$ cat src/rtl/alu_pkg.sv
// Shared opcodes, FSM encoding and flag layout for the pipelined ALU.
package alu_pkg;

    localparam logic [2:0] OP_ADD = 3'b000;
    localparam logic [2:0] OP_AND = 3'b001;
    localparam logic [2:0] OP_OR  = 3'b010;
    localparam logic [2:0] OP_XOR = 3'b011;
    localparam logic [2:0] OP_SUB = 3'b100;
    localparam logic [2:0] OP_SHL = 3'b101;
    localparam logic [2:0] OP_SHR = 3'b110;
    localparam logic [2:0] OP_MUL = 3'b111;

    typedef enum logic [1:0] {
        ST_IDLE = 2'd0,
        ST_MUL  = 2'd1,
        ST_DONE = 2'd2
    } state_t;

    // Flag bit positions inside flags_t (MSB first: carry, ovf, zero).
    localparam int FLAG_ZERO  = 0;
    localparam int FLAG_OVF   = 1;
    localparam int FLAG_CARRY = 2;

    typedef struct packed {
        logic carry;
        logic ovf;
        logic zero;
    } flags_t;

endpackage

$ cat src/rtl/alu_mul_seq.sv
// Shift-add unsigned multiplier: one multiplier bit per cycle, WIDTH cycles.
// done is asserted during the last step; product then shows the final sum
// that the step is about to commit, so the caller can capture it on that edge.
module alu_mul_seq
    import alu_pkg::*;
#(
    parameter int WIDTH = 4
) (
    input  logic                 clk,
    input  logic                 rst_n,
    input  logic                 start,
    input  logic [WIDTH-1:0]     a,
    input  logic [WIDTH-1:0]     b,
    output logic                 done,
    output logic [2*WIDTH-1:0]   product
);

    localparam int CW = $clog2(WIDTH + 1);

    logic [2*WIDTH-1:0] mcand;
    logic [WIDTH-1:0]   mplier;
    logic [2*WIDTH-1:0] acc;
    logic [2*WIDTH-1:0] acc_next;
    logic [CW-1:0]      cnt;
    logic               run;

    assign acc_next = mplier[0] ? (acc + mcand) : acc;
    assign product  = acc_next;
    assign done     = run && (cnt == CW'(1));

    // Operand latch on start, then one add-and-shift step per cycle.
    always_ff @(posedge clk) begin
        if (!rst_n) begin
            mcand  <= '0;
            mplier <= '0;
            acc    <= '0;
            cnt    <= '0;
            run    <= 1'b0;
        end else if (start) begin
            mcand  <= {{WIDTH{1'b0}}, a};
            mplier <= b;
            acc    <= '0;
            cnt    <= CW'(WIDTH);
            run    <= 1'b1;
        end else if (run) begin
            acc    <= acc_next;
            mcand  <= mcand << 1;
            mplier <= mplier >> 1;
            cnt    <= cnt - CW'(1);
            if (cnt == CW'(1))
                run <= 1'b0;
        end
    end

endmodule

$ cat src/rtl/alu_pipe.sv
// Registered ALU with valid/ready handshakes, status flags and a
// multi-cycle multiplier. One operation in flight; results held until taken.
module alu_pipe
    import alu_pkg::*;
#(
    parameter int WIDTH = 4
) (
    input  logic             clk,
    input  logic             rst_n,
    input  logic             in_valid,
    output logic             in_ready,
    input  logic [WIDTH-1:0] a,
    input  logic [WIDTH-1:0] b,
    input  logic [2:0]       op,
    output logic             out_valid,
    input  logic             out_ready,
    output logic [WIDTH-1:0] result,
    output logic             carry,
    output logic             ovf,
    output logic             zero,
    output logic             busy
);

    localparam int SHW = (WIDTH > 1) ? $clog2(WIDTH) : 1;

    state_t               state;
    logic [WIDTH:0]       sum;
    logic [WIDTH-1:0]     alu_res;
    flags_t               alu_flg;
    logic                 shift_oor;
    logic                 mul_start;
    logic                 mul_done;
    logic [2*WIDTH-1:0]   mul_prod;

    // Only the state decides readiness, so no input-to-output comb path.
    assign in_ready  = (state == ST_IDLE);
    assign mul_start = (state == ST_IDLE) && in_valid && (op == OP_MUL);

    assign sum       = {1'b0, a} + {1'b0, b};
    // Whole b is compared so large shift amounts are not aliased by truncation.
    assign shift_oor = (b >= WIDTH'(WIDTH));

    // Single-cycle datapath for everything except MUL.
    always_comb begin
        alu_res = '0;
        alu_flg = '0;
        case (op)
            OP_ADD: begin
                alu_res       = sum[WIDTH-1:0];
                alu_flg.carry = sum[WIDTH];
                alu_flg.ovf   = (a[WIDTH-1] == b[WIDTH-1]) &&
                                (alu_res[WIDTH-1] != a[WIDTH-1]);
            end
            OP_AND: alu_res = a & b;
            OP_OR:  alu_res = a | b;
            OP_XOR: alu_res = a ^ b;
            OP_SUB: begin
                alu_res       = a - b;
                alu_flg.carry = (a < b);
                alu_flg.ovf   = (a[WIDTH-1] != b[WIDTH-1]) &&
                                (alu_res[WIDTH-1] != a[WIDTH-1]);
            end
            OP_SHL: alu_res = shift_oor ? '0 : (a << b[SHW-1:0]);
            OP_SHR: alu_res = shift_oor ? '0 : (a >> b[SHW-1:0]);
            OP_MUL: alu_res = '0;
        endcase
        alu_flg.zero = (alu_res == '0);
    end

    alu_mul_seq #(.WIDTH(WIDTH)) u_mul (
        .clk     (clk),
        .rst_n   (rst_n),
        .start   (mul_start),
        .a       (a),
        .b       (b),
        .done    (mul_done),
        .product (mul_prod)
    );

    // Control FSM with registered result, flags, out_valid and busy.
    always_ff @(posedge clk) begin
        if (!rst_n) begin
            state     <= ST_IDLE;
            result    <= '0;
            carry     <= 1'b0;
            ovf       <= 1'b0;
            zero      <= 1'b0;
            out_valid <= 1'b0;
            busy      <= 1'b0;
        end else begin
            case (state)
                ST_IDLE: begin
                    if (in_valid) begin
                        if (op == OP_MUL) begin
                            state <= ST_MUL;
                            busy  <= 1'b1;
                        end else begin
                            state     <= ST_DONE;
                            out_valid <= 1'b1;
                            result    <= alu_res;
                            carry     <= alu_flg.carry;
                            ovf       <= alu_flg.ovf;
                            zero      <= alu_flg.zero;
                        end
                    end
                end
                ST_MUL: begin
                    if (mul_done) begin
                        state     <= ST_DONE;
                        busy      <= 1'b0;
                        out_valid <= 1'b1;
                        result    <= mul_prod[WIDTH-1:0];
                        carry     <= |mul_prod[2*WIDTH-1:WIDTH];
                        ovf       <= 1'b0;
                        zero      <= (mul_prod[WIDTH-1:0] == '0);
                    end
                end
                ST_DONE: begin
                    if (out_ready) begin
                        state     <= ST_IDLE;
                        out_valid <= 1'b0;
                    end
                end
                default: state <= ST_IDLE;
            endcase
        end
    end

endmodule
$ cat config.mk
export PLATFORM = sky130hd
export DESIGN_NAME = alu_pipe
export DESIGN_NICKNAME = d
export VERILOG_FILES = /design/src/rtl/alu_pkg.sv /design/src/rtl/alu_mul_seq.sv /design/src/rtl/alu_pipe.sv
export SDC_FILE = /design/constraint.sdc
export NUM_CORES = 1
export LEC_CHECK = 0
export CAP_MARGIN = 20
export CORE_ASPECT_RATIO = 0.9
export CORE_MARGIN = 2
export CORE_UTILIZATION = 63
export CTS_CLUSTER_DIAMETER = 150
export DETAILED_ROUTE_END_ITERATION = 8
export GPL_ROUTABILITY_DRIVEN = 0
export PLACE_DENSITY = 0.86
export SLEW_MARGIN = 30
export SYNTH_ARGS = -nofsm -noshare
export SYNTH_HDL_FRONTEND = slang
export SYNTH_SLANG_ARGS = --single-unit
$ cat constraint.sdc
create_clock -name clk -period 3.9 [get_ports clk]
set_input_delay 1.17 -clock clk [delete_from_list [all_inputs] [get_ports clk]]
set_output_delay 1.17 -clock clk [all_outputs]
set_load 0.005 [all_outputs]
==> results.tsv, run 1 <==
stage	metric	value	unit
min_path	hold path startpoint	ovf	
cells_and_area	commonest non-fill, non-tap cell in the layout	nor2_1	
worst_setup_path	Buffers & Inverters on Critical Path	3	
global_routing	GR Util All Layers	27.95	%
worst_setup_path	Largest delay share family, worst path	simple AND/OR/NAND/NOR gates	
yosys	net count after synthesis	391	
detailed_routing	DR DRC count	0	
yosys	most common flop cell mapped by yosys	dfxtp_1	
run	Max-cap violations	0	
timing	RSZ-0062 raised after global routing	no	
detailed_routing	Detailed Route Iter0 Violations	288	
yosys	Netlist cell types	65	
detailed_routing	WL final	6594	um
clock_network	Max Buffers Root-to-Sink	2	
timing	min Tclk post-route	3.307	ns
clock_network	htree depth	2	
yosys	Synth Instances	351	
clock_network	clock latency on the worst-skew pair	0.29	ns
worst_setup_path	cells along the critical path	clkdlybuf4s50_1 -> inv_1 -> ha_1 -> inv_1 -> fa_1 -> nor3b_1 -> a211oi_1 -> a22oi_1 -> or4b_1 -> o22ai_1	
detailed_routing	vias post-DR	2638	
min_path	type of the most critical hold path	register to register	
timing	# setup viols final	0	
placement	dpl hpwl	4934	um
die	Die Height	67.88	um
global_routing	first-pass GRT wire length	10900	um
worst_setup_path	Worst setup SP type	input port	
cells_and_area	Util after Layout	72.32	%
yosys	synthesized area	0.002856	mm2
clock_network	hold buffers post-CTS	0	
clock_network	root buf cell	clkbuf_8	
die	io pins	25	
power_and_ir_drop	P per Cell Area	266.9	mW/mm2
clock_network	CTS Buf Count	5	
yosys	synth top area cells	dfxtp_1, ha_1, mux2i_1	
worst_setup_path	critical path data arrival time	3.53	ns
detailed_routing	DRT Pass-1 Iters	5	
timing	final period utilization	84.79	%
placement	port bufs	24	
yosys	Yosys reg bits	35	
yosys	area leader, netlist	dfxtp_1	
global_routing	vias in the first global route	2289	
cells_and_area	most frequent cells in the layout	nor2_1, dfxtp_1, a21oi_1	
yosys	Synth async-reset ratio	0	%
die	Die X	74.98	um
detailed_routing	vias per inst	6.078	
worst_setup_path	CP endpoint kind	register	
worst_setup_path	critical path's largest stage delay	0.52	ns
cells_and_area	Fill cells	358	
detailed_routing	Routed Antenna Nets	0	
cells_and_area	share of cells above drive strength 1	8.333	%
power_and_ir_drop	maximum vdd ir drop	0.0001909	V
clock_network	Setup Fix Bufs, Post-CTS	0	
timing	Max Clk Rate	0.3024	GHz
clock_network	CTS-repair resized insts	0	
yosys	register area share after synthesis	24.53	%
global_routing	largest net degree at the start of global routing	27	
cells_and_area	Final #Nets	411	
worst_setup_path	CP max stage cell	or4b_1	
status	status	finished, final reports clean	
cells_and_area	# diodes	0	
die	FP Rows	23	
worst_setup_path	WS Path Type	input port to register	
timing	Hold Vio Cnt, Final	0	
cells_and_area	Multi-input gate area	0.001908	mm2
worst_setup_path	CP Launch Point	a[0]	
cells_and_area	total area of sequential cells	700.7	um2
global_routing	Overflow after GRT	0	
cells_and_area	Area growth, synth to finish	11.48	%
yosys	YS warnings	0	
timing	Final Max Tran Viols	0	
timing	Worst Tran Pin Value	0.6926	ns
yosys	Post-synth EDFFs	0	
clock_network	Sink Count	35	
timing	Final TNS setup	0	ns
global_routing	antenna violations before repair	0	
clock_network	CTS clk-pin slew, worst paths	0.07	ns
worst_setup_path	CP most frequent cell	inv_1	
timing	Setup Skew	0.005169	ns
worst_setup_path	crit path max fanout	3	
die	Die ar.	0.005090	mm2
detailed_routing	WL/cell	15.19	um
die	Starting Density	64.88	%
clock_network	CTS tree	built	
power_and_ir_drop	Leakage	1.247	nW
timing	Rel. slew slack	53.68	%
worst_setup_path	Required @ worst endpoint	4.12	ns
yosys	Avg Cell Area, Syn	8.138	um2
die	Core Area	0.004403	mm2
worst_setup_path	RR Startpoint	u_mul.mcand[0]	
power_and_ir_drop	Pwr Total	0.8500	mW
yosys	Yosys top cell area share	24.53	%
## final timing paths
kind / end / slack (ns) / cells after the start
max: zero / 0.59 / 10
min: ovf / 0.47 / 2
max reg2reg: carry / 1.34 / 9
min reg2reg: ovf / 0.47 / 2
## power breakdown
group | switching, mW | internal (mW) | total [mW]
logic | 0.110 | 0.101 | 0.212
registers | 0.0138 | 0.374 | 0.388
clock network | 0.126 | 0.125 | 0.251
total | 0.250 | 0.600 | 0.850
## cell usage after synthesis (4+ instances only)
library cell and instances:
a211oi_1 12, a21o_1 4, a21oi_1 29, a31oi_1 6, buf_2 5, buf_6 6
clkbuf_1 7, dfxtp_1 35, ha_1 22, inv_1 25, mux2i_1 17, nand2_1 18
nand2b_1 9, nand3_1 5, nand3b_1 7, nor2_1 37, nor2b_1 7, nor3_1 6
o211ai_1 5, o21ai_0 16, o21ai_1 7, xnor2_1 5
## stage by stage
step	std cells	hold slack, ns	instance area [um2]	worst slack (ns)
6_report	434	0.4679	3184	0.5931
5_1_grt	434	0.4963	3184	0.4140
4_1_cts	434	0.4718	3184	0.5953
3_5_place_dp	426	0.4602	3103	0.2975
3_3_place_gp	426	0.4572	3103	0.3559
2_1_floorplan	351	0.4494	2856	0.9385
## flip-flops by register name (all words and copies together), names as in the netlist
| register | flops |
|---|---|
| state | 2 |
| result | 4 |
| u_mul.cnt | 3 |
| busy | 1 |
| u_mul.run | 1 |
| u_mul.mcand | 8 |
| ovf | 1 |
| zero | 1 |
| out_valid | 1 |
| u_mul.mplier | 4 |
| carry | 1 |
| u_mul.acc | 8 |
## layout make-up
| class | instances | area share, % |
|---|---|---|
| well taps | 62 | 2.436 |
| repair buffers | 35 | 10.14 |
| flip-flops and latches | 35 | 22.00 |
| clock buffers | 7 | 2.397 |
| inverters | 25 | 2.947 |
| multi-input cells | 269 | 59.92 |
| clock inverters | 1 | 0.1572 |
## metal layers
metal / up-vias / GRT usage [%] / wire, um
met5: - / 0 / 0
li1: 1291 / - / -
met1: 1231 / 40.94 / 3152
met3: 7 / 5.744 / 510
met4: 0 / 6.027 / 55
met2: 109 / 42.21 / 2876
## tightest hold or removal path: stages, from the launching register on
cell	delay (ns)
dfxtp_1	0.31
nand2b_1	0.06
a21oi_1	0.05
## cell families after synthesis
logic type	after synthesis	synth area share, %
AO/OA/AOI/OAI	111	26.19
XOR/XNOR	8	2.453
adder cells (fa/ha/maj)	25	11.74
buffers and inverters	47	8.672
flip-flops	35	24.53
multiplexers	17	5.957
AND/OR/NAND/NOR	108	20.46
Note: power is estimated with default switching activity, not from simulation.
==> inputs of run 2 (changes only) <==
Settings changed: CORE_UTILIZATION 63 to 53, PLACE_DENSITY 0.86 to 0.77.
Clock period 3.9 ns to 3 ns, I/O delays scaled along.
==> run 2 against run 1 <==
- setup slack worse by 0.49 ns
- sequential share of layout area down 1.9 points
- power grew 37%
- die area grew 18%
- via count increased by 4.2%
- hold slack gained 0.013 ns
- non-clock buffer count grew 33
- global-route usage fell by 2.4 points
- cell count is 8.8% higher
==> results.tsv, run 2 (synthesis results as in run 1) <==
stage	metric	value	unit
status	status	finished, final reports clean	
global_routing	vias in the first global route	2536	
worst_setup_path	cells along the critical path	clkdlybuf4s50_1 -> inv_1 -> buf_4 -> fa_1 -> xor2_1 -> a32oi_1 -> or4b_1 -> o22ai_1	
global_routing	first-pass GRT wire length	11790	um
clock_network	htree depth	2	
die	Die X	81.39	um
die	Die ar.	0.005994	mm2
timing	Hold Vio Cnt, Final	0	
cells_and_area	share of cells above drive strength 1	17.53	%
timing	hold slack	0.4813	ns
worst_setup_path	CP max stage cell	or4b_1	
cells_and_area	Final #Nets	444	
detailed_routing	max layer used	met4	
worst_setup_path	path depth of the worst reg2reg path	9	
worst_setup_path	CP endpoint kind	register	
detailed_routing	Routed Antenna Nets	0	
die	FP Rows	25	
cells_and_area	Top Registers	u_mul.acc x8, u_mul.mcand x8	
die	io pins	25	
min_path	hold path startpoint	u_mul.acc[4]	
detailed_routing	Detailed Route Iter0 Violations	160	
timing	final period utilization	96.52	%
detailed_routing	met3 WL	374	um
timing	RSZ-0062 raised after global routing	no	
timing	Max Clk Rate	0.3454	GHz
cells_and_area	# diodes	0	
placement	DP Cell Count	461	
clock_network	Sink Count	35	
placement	dpl hpwl	5489	um
detailed_routing	vias per inst	5.822	
power_and_ir_drop	P per Cell Area	333.1	mW/mm2
clock_network	hold buffers post-CTS	0	
detailed_routing	DRT Pass-1 Iters	4	
detailed_routing	WL/cell	15.18	um
worst_setup_path	Worst setup SP type	input port	
timing	Worst Tran Pin Value	0.4491	ns
run	Max-cap violations	0	
detailed_routing	WL final	7167	um
global_routing	GR Util All Layers	25.51	%
worst_setup_path	Buffers & Inverters on Critical Path	3	
power_and_ir_drop	maximum vdd ir drop	0.0002352	V
global_routing	largest net degree at the start of global routing	27	
worst_setup_path	critical path's largest stage delay	0.55	ns
timing	Rel. slew slack	70.02	%
detailed_routing	DR DRC count	0	
worst_setup_path	Required @ worst endpoint	3.21	ns
global_routing	Overflow after GRT	0	
timing	min Tclk post-route	2.896	ns
detailed_routing	met2 routed WL	3377	um
clock_network	clock latency on the worst-skew pair	0.28	ns
die	Starting Density	54.68	%
min_path	type of the most critical hold path	register to register	
placement	port bufs	24	
worst_setup_path	Reg2Reg Setup Slack	0.46	ns
min_path	Hold Path Sink	u_mul.acc[4]	
worst_setup_path	RR Endpoint	carry	
worst_setup_path	WS Path Type	input port to register	
worst_setup_path	RR Startpoint	u_mul.mcand[0]	
power_and_ir_drop	Leakage	1.435	nW
detailed_routing	vias post-DR	2748	
clock_network	root buf cell	clkbuf_8	
global_routing	antenna violations before repair	0	
worst_setup_path	Largest delay share family, worst path	buffers and inverters	
timing	# setup viols final	0	
min_path	hold path cells	2	
worst_setup_path	critical path data arrival time	3.11	ns
detailed_routing	Metal-1 WL	3318	um
cells_and_area	Area growth, synth to finish	22.12	%
clock_network	CTS Buf Count	5	
cells_and_area	most frequent cells in the layout	buf_4, nor2_1, dfxtp_1	
cells_and_area	commonest non-fill, non-tap cell in the layout	buf_4	
timing	Final Max Tran Viols	0	
worst_setup_path	crit path max fanout	3	
clock_network	CTS tree	built	
clock_network	Max Buffers Root-to-Sink	2	
die	Core Area	0.005224	mm2
clock_network	CTS clk-pin slew, worst paths	0.07	ns
timing	Setup Skew	0.004780	ns
cells_and_area	final instance count without filler cells	472	
die	Die Height	73.65	um
==> run 2: cell types whose count changed in the layout (fill, tap and decap cells not counted), moves of 2 or more <==
cell,change
inv_1,-2
buf_12,+2
dlymetal6s2s_1,+2
clkdlybuf4s50_1,-2
inv_2,+2
buf_4,+31
==> run 2: area by class of cell <==
type	count	area, um2
Clock buffer	7	76.32
Clock inverter	1	5.005
Sequential cell	35	700.7
Inverter	25	93.84
Multi-Input combinational cell	269	1928
Timing Repair Buffer	68	600.6
Fill cell	443	1735
Tap cell	67	83.83
==> run 2: worst max path at each step <==
stage          start         to  slack, ns  cells after the start
6_report        a[1]       zero       0.10                      8
5_1_grt         a[2]  result[3]      0.004                      9
4_1_cts         a[0]  result[1]      -0.01                     13
3_5_place_dp    a[0]       zero      -0.36                     10
3_3_place_gp    a[0]       zero      -0.28                     10
2_1_floorplan   a[0]       zero       0.31                      9
==> run 2: layer usage <==
metal	GRT usage [%]	vias to the layer above
met5	0	-
met2	41.62	78
li1	-	1370
met1	34.95	1289
met4	6.403	0
met3	4.423	11
==> run 2: report_power, final <==
group	internal (mW)	switching [mW]	leakage, nW	total, mW
logic	0.175	0.159	1.11	0.334
clock network	0.163	0.160	0.0422	0.323
registers	0.486	0.0189	0.284	0.505
total	0.823	0.339	1.43	1.16
==> run 2: worst register-to-register path, cell delays in order, from the launching register on <==
cell and delay [ns]:
dfxtp_1 0.38, ha_1 0.25, inv_1 0.07, fa_1 0.40, nand2b_1 0.19, a21o_1 0.18, a21boi_1 0.14, a311o_1 0.27
a211o_1 0.31, o31a_1 0.24
==> run 2: timing repair <==
| item | in CTS | in global routing |
|---|---|---|
| setup buffers | 2 | 1 |
| pin swaps | 5 | 8 |
| endpoints found under the setup margin | 1 | 2 |
| gates resized for setup | 2 | 7 |
==> run 2: through the flow <==
| stage | power [mW] | worst slack, ns | util, % | instance area [um2] | setup TNS [ns] |
|---|---|---|---|---|---|
| global route | 1.225 | 0.004003 | 66.78 | 3488 | 0 |
| global placement | 0.8230 | -0.2825 | 64.31 | 3359 | -0.4269 |
| detailed placement | 0.8318 | -0.3560 | 64.31 | 3359 | -0.6418 |
| floorplan | 0.6931 | 0.3085 | - | 2856 | 0 |
| CTS | 1.163 | -0.01037 | 66.20 | 3458 | -0.01037 |
| finish | 1.162 | 0.1044 | 66.78 | 3488 | 0 |
==> inputs of run 3 (changes only) <==
Settings changed: CTS_CLUSTER_DIAMETER 150 to 30, SYNTH_HIERARCHICAL from default to 1.
==> run 3 against run 2 <==
- non-clock buffer count shrank 4
- critical path depth rose by 5
- clock skew is 0.0049 ns higher
- critical endpoint is now result[1]
==> results.tsv, run 3 <==
stage	metric	value	unit
yosys	Post-synth EDFFs	0	
clock_network	Sink Count	35	
worst_setup_path	path depth of the worst reg2reg path	12	
timing	Max Clk Rate	0.3371	GHz
worst_setup_path	RR Startpoint	u_mul/mcand[0]	
detailed_routing	vias per inst	5.702	
worst_setup_path	WS Path Type	input port to register	
worst_setup_path	Worst setup SP type	input port	
placement	Placement Cell Area	0.003314	mm2
worst_setup_path	CP endpoint kind	register	
yosys	net count after synthesis	384	
power_and_ir_drop	Seq pwr share	43.1	%
worst_setup_path	Required @ worst endpoint	3.18	ns
yosys	Synth async-reset ratio	0	%
timing	min Tclk post-route	2.967	ns
power_and_ir_drop	P per Cell Area	327.4	mW/mm2
worst_setup_path	critical path data arrival time	3.15	ns
die	io pins	25	
min_path	hold path startpoint	ovf	
run	Max-cap violations	0	
global_routing	Overflow after GRT	0	
cells_and_area	Top Registers	u_mul/acc x8, u_mul/mcand x8	
die	FP Rows	25	
detailed_routing	Routed Antenna Nets	0	
cells_and_area	commonest non-fill, non-tap cell in the layout	buf_4	
cells_and_area	Final #Nets	438	
cells_and_area	share of cells above drive strength 1	18.80	%
cells_and_area	Finished Cell Area	0.003490	mm2
clock_network	hold buffers post-CTS	0	
power_and_ir_drop	Leakage	1.409	nW
die	Die ar.	0.005877	mm2
placement	DP Cell Count	455	
die	Core Area	0.005161	mm2
yosys	Yosys reg bits	35	
clock_network	htree depth	2	
yosys	YS warnings	6	
timing	Worst Tran Pin Value	0.4724	ns
min_path	hold path cells	2	
yosys	Avg Cell Area, Syn	8.133	um2
global_routing	vias in the first global route	2367	
power_and_ir_drop	maximum vdd ir drop	0.0002407	V
detailed_routing	vias post-DR	2657	
global_routing	met3 usage	4.208	%
timing	Setup Skew	0.009632	ns
yosys	synthesized area	0.002798	mm2
timing	Final Max Tran Viols	0	
clock_network	CTS clk-pin slew, worst paths	0.08	ns
power_and_ir_drop	Sw Ratio	30.08	%
power_and_ir_drop	Logic pwr share	26.6	%
die	Die Height	72.93	um
placement	port bufs	24	
die	Starting Density	54.21	%
yosys	Netlist cell types	63	
worst_setup_path	CP most frequent cell	buf_4	
die	Die X	80.59	um
yosys	register area share after synthesis	25.04	%
placement	dpl hpwl	5185	um
yosys	area leader, netlist	dfxtp_1	
timing	Final WS setup	0.03326	ns
cells_and_area	# diodes	0	
cells_and_area	Util after Layout	67.61	%
power_and_ir_drop	Clk pwr share	30.3	%
cells_and_area	most frequent cells in the layout	buf_4, nand2_1, dfxtp_1	
timing	Hold Vio Cnt, Final	0	
global_routing	largest net degree at the start of global routing	23	
cells_and_area	final instance count without filler cells	466	
power_and_ir_drop	Internal Power	0.7990	mW
clock_network	CTS tree	built	
timing	final period utilization	98.89	%
global_routing	GR Util All Layers	24.40	%
power_and_ir_drop	Sw Pwr	0.3437	mW
yosys	synth top area cells	dfxtp_1, ha_1, mux2i_1	
global_routing	met1 Track Usage GR	34.31	%
detailed_routing	DRT Pass-1 Iters	4	
cells_and_area	Area growth, synth to finish	24.73	%
status	status	finished, final reports clean	
global_routing	met2 usage	38.80	%
timing	Final TNS setup	0	ns
global_routing	antenna violations before repair	0	
worst_setup_path	Largest delay share family, worst path	buffers and inverters	
power_and_ir_drop	Pwr Total	1.143	mW
worst_setup_path	RR Endpoint	carry	
yosys	Yosys top cell area share	25.04	%
min_path	type of the most critical hold path	register to register	
worst_setup_path	CP max stage cell	clkdlybuf4s50_1	
worst_setup_path	Buffers & Inverters on Critical Path	5	
detailed_routing	WL final	6874	um
detailed_routing	DR DRC count	0	
timing	Rel. slew slack	68.44	%
clock_network	clock latency on the worst-skew pair	0.29	ns
min_path	Hold Path Sink	ovf	
clock_network	CTS Buf Count	5	
global_routing	first-pass GRT wire length	11230	um
yosys	commonest cells in the netlist	dfxtp_1, nand2_1, ha_1, inv_1, nor2_1	
worst_setup_path	cells along the critical path	clkdlybuf4s50_1 -> ha_2 -> inv_1 -> fa_1 -> nor2b_1 -> o22ai_1 -> o211ai_1 -> nand3_1 -> buf_4 -> buf_4 -> buf_4 -> nand3b_1 -> a21boi_0	
worst_setup_path	Reg2Reg Setup Slack	0.35	ns
worst_setup_path	critical path's largest stage delay	0.48	ns
worst_setup_path	crit path max fanout	2	
yosys	most common flop cell mapped by yosys	dfxtp_1	
timing	# setup viols final	0	
detailed_routing	Detailed Route Iter0 Violations	205	
detailed_routing	WL/cell	14.75	um
clock_network	root buf cell	clkbuf_8	
placement	pre-CTS setup slack	-0.3496	ns
timing	RSZ-0062 raised after global routing	yes	
global_routing	busiest grt layer	met2	
timing	hold slack	0.4692	ns
clock_network	Max Buffers Root-to-Sink	2	
yosys	Synth Instances	344	
## run 3: cells by family after synthesis
logic type,after synthesis,share of synthesized area (%)
mux,24,9.257
simple gates,121,22.68
flops,35,25.04
buf+inv,40,6.126
compound gates,89,21.78
xor+xnor,10,3.131
fa+ha+maj,25,11.99
## run 3: area by class of cell
type	count	area [um2]
multi-input cells	269	1981
fillers	422	1672
flip-flops and latches	35	700.7
repair buffers	64	549.3
inverters	23	86.33
well taps	67	83.83
clock buffers	5	68.82
clock inverters	3	20.02
## run 3: worst register-to-register path, stage by stage (launching register included)
cell,delay [ns]
dfxtp_1,0.41
ha_1,0.24
inv_1,0.07
fa_1,0.41
nor2b_1,0.14
o21a_1,0.16
o21bai_1,0.13
a21boi_0,0.21
o31ai_1,0.10
nor4_1,0.33
nor2_1,0.07
o21ai_0,0.17
a21boi_0,0.10
## run 3: worst max-delay path by stage
stage,endpoint,cells after the start,from
final,result[1],13,b[0]
after global routing,result[1],13,b[0]
after CTS,zero,9,a[1]
after detailed placement,zero,11,a[0]
after global placement,zero,11,a[0]
after floorplan,zero,10,a[0]
## run 3: what timing repair did
item / CTS / global route
buffers inserted: 3 / 0
pin swaps: 6 / 2
setup endpoints to repair: 1 / 4
resized for setup: 3 / 10
## run 3: power by group through the flow
stage | Combinational, mW | Clock, mW | Sequential, mW
floorplan | 0.156 | 0 | 0.498
global placement | 0.271 | 0 | 0.502
detailed placement | 0.278 | 0 | 0.503
CTS | 0.290 | 0.350 | 0.492
global route | 0.329 | 0.370 | 0.495
finish | 0.304 | 0.347 | 0.492
## run 3: per-layer routing
layer | vias up | part of all wire, %
met2 | 89 | 45
li1 | 1330 | -
met5 | - | 0
met4 | 0 | 1.4
met3 | 12 | 5.4
met1 | 1226 | 48
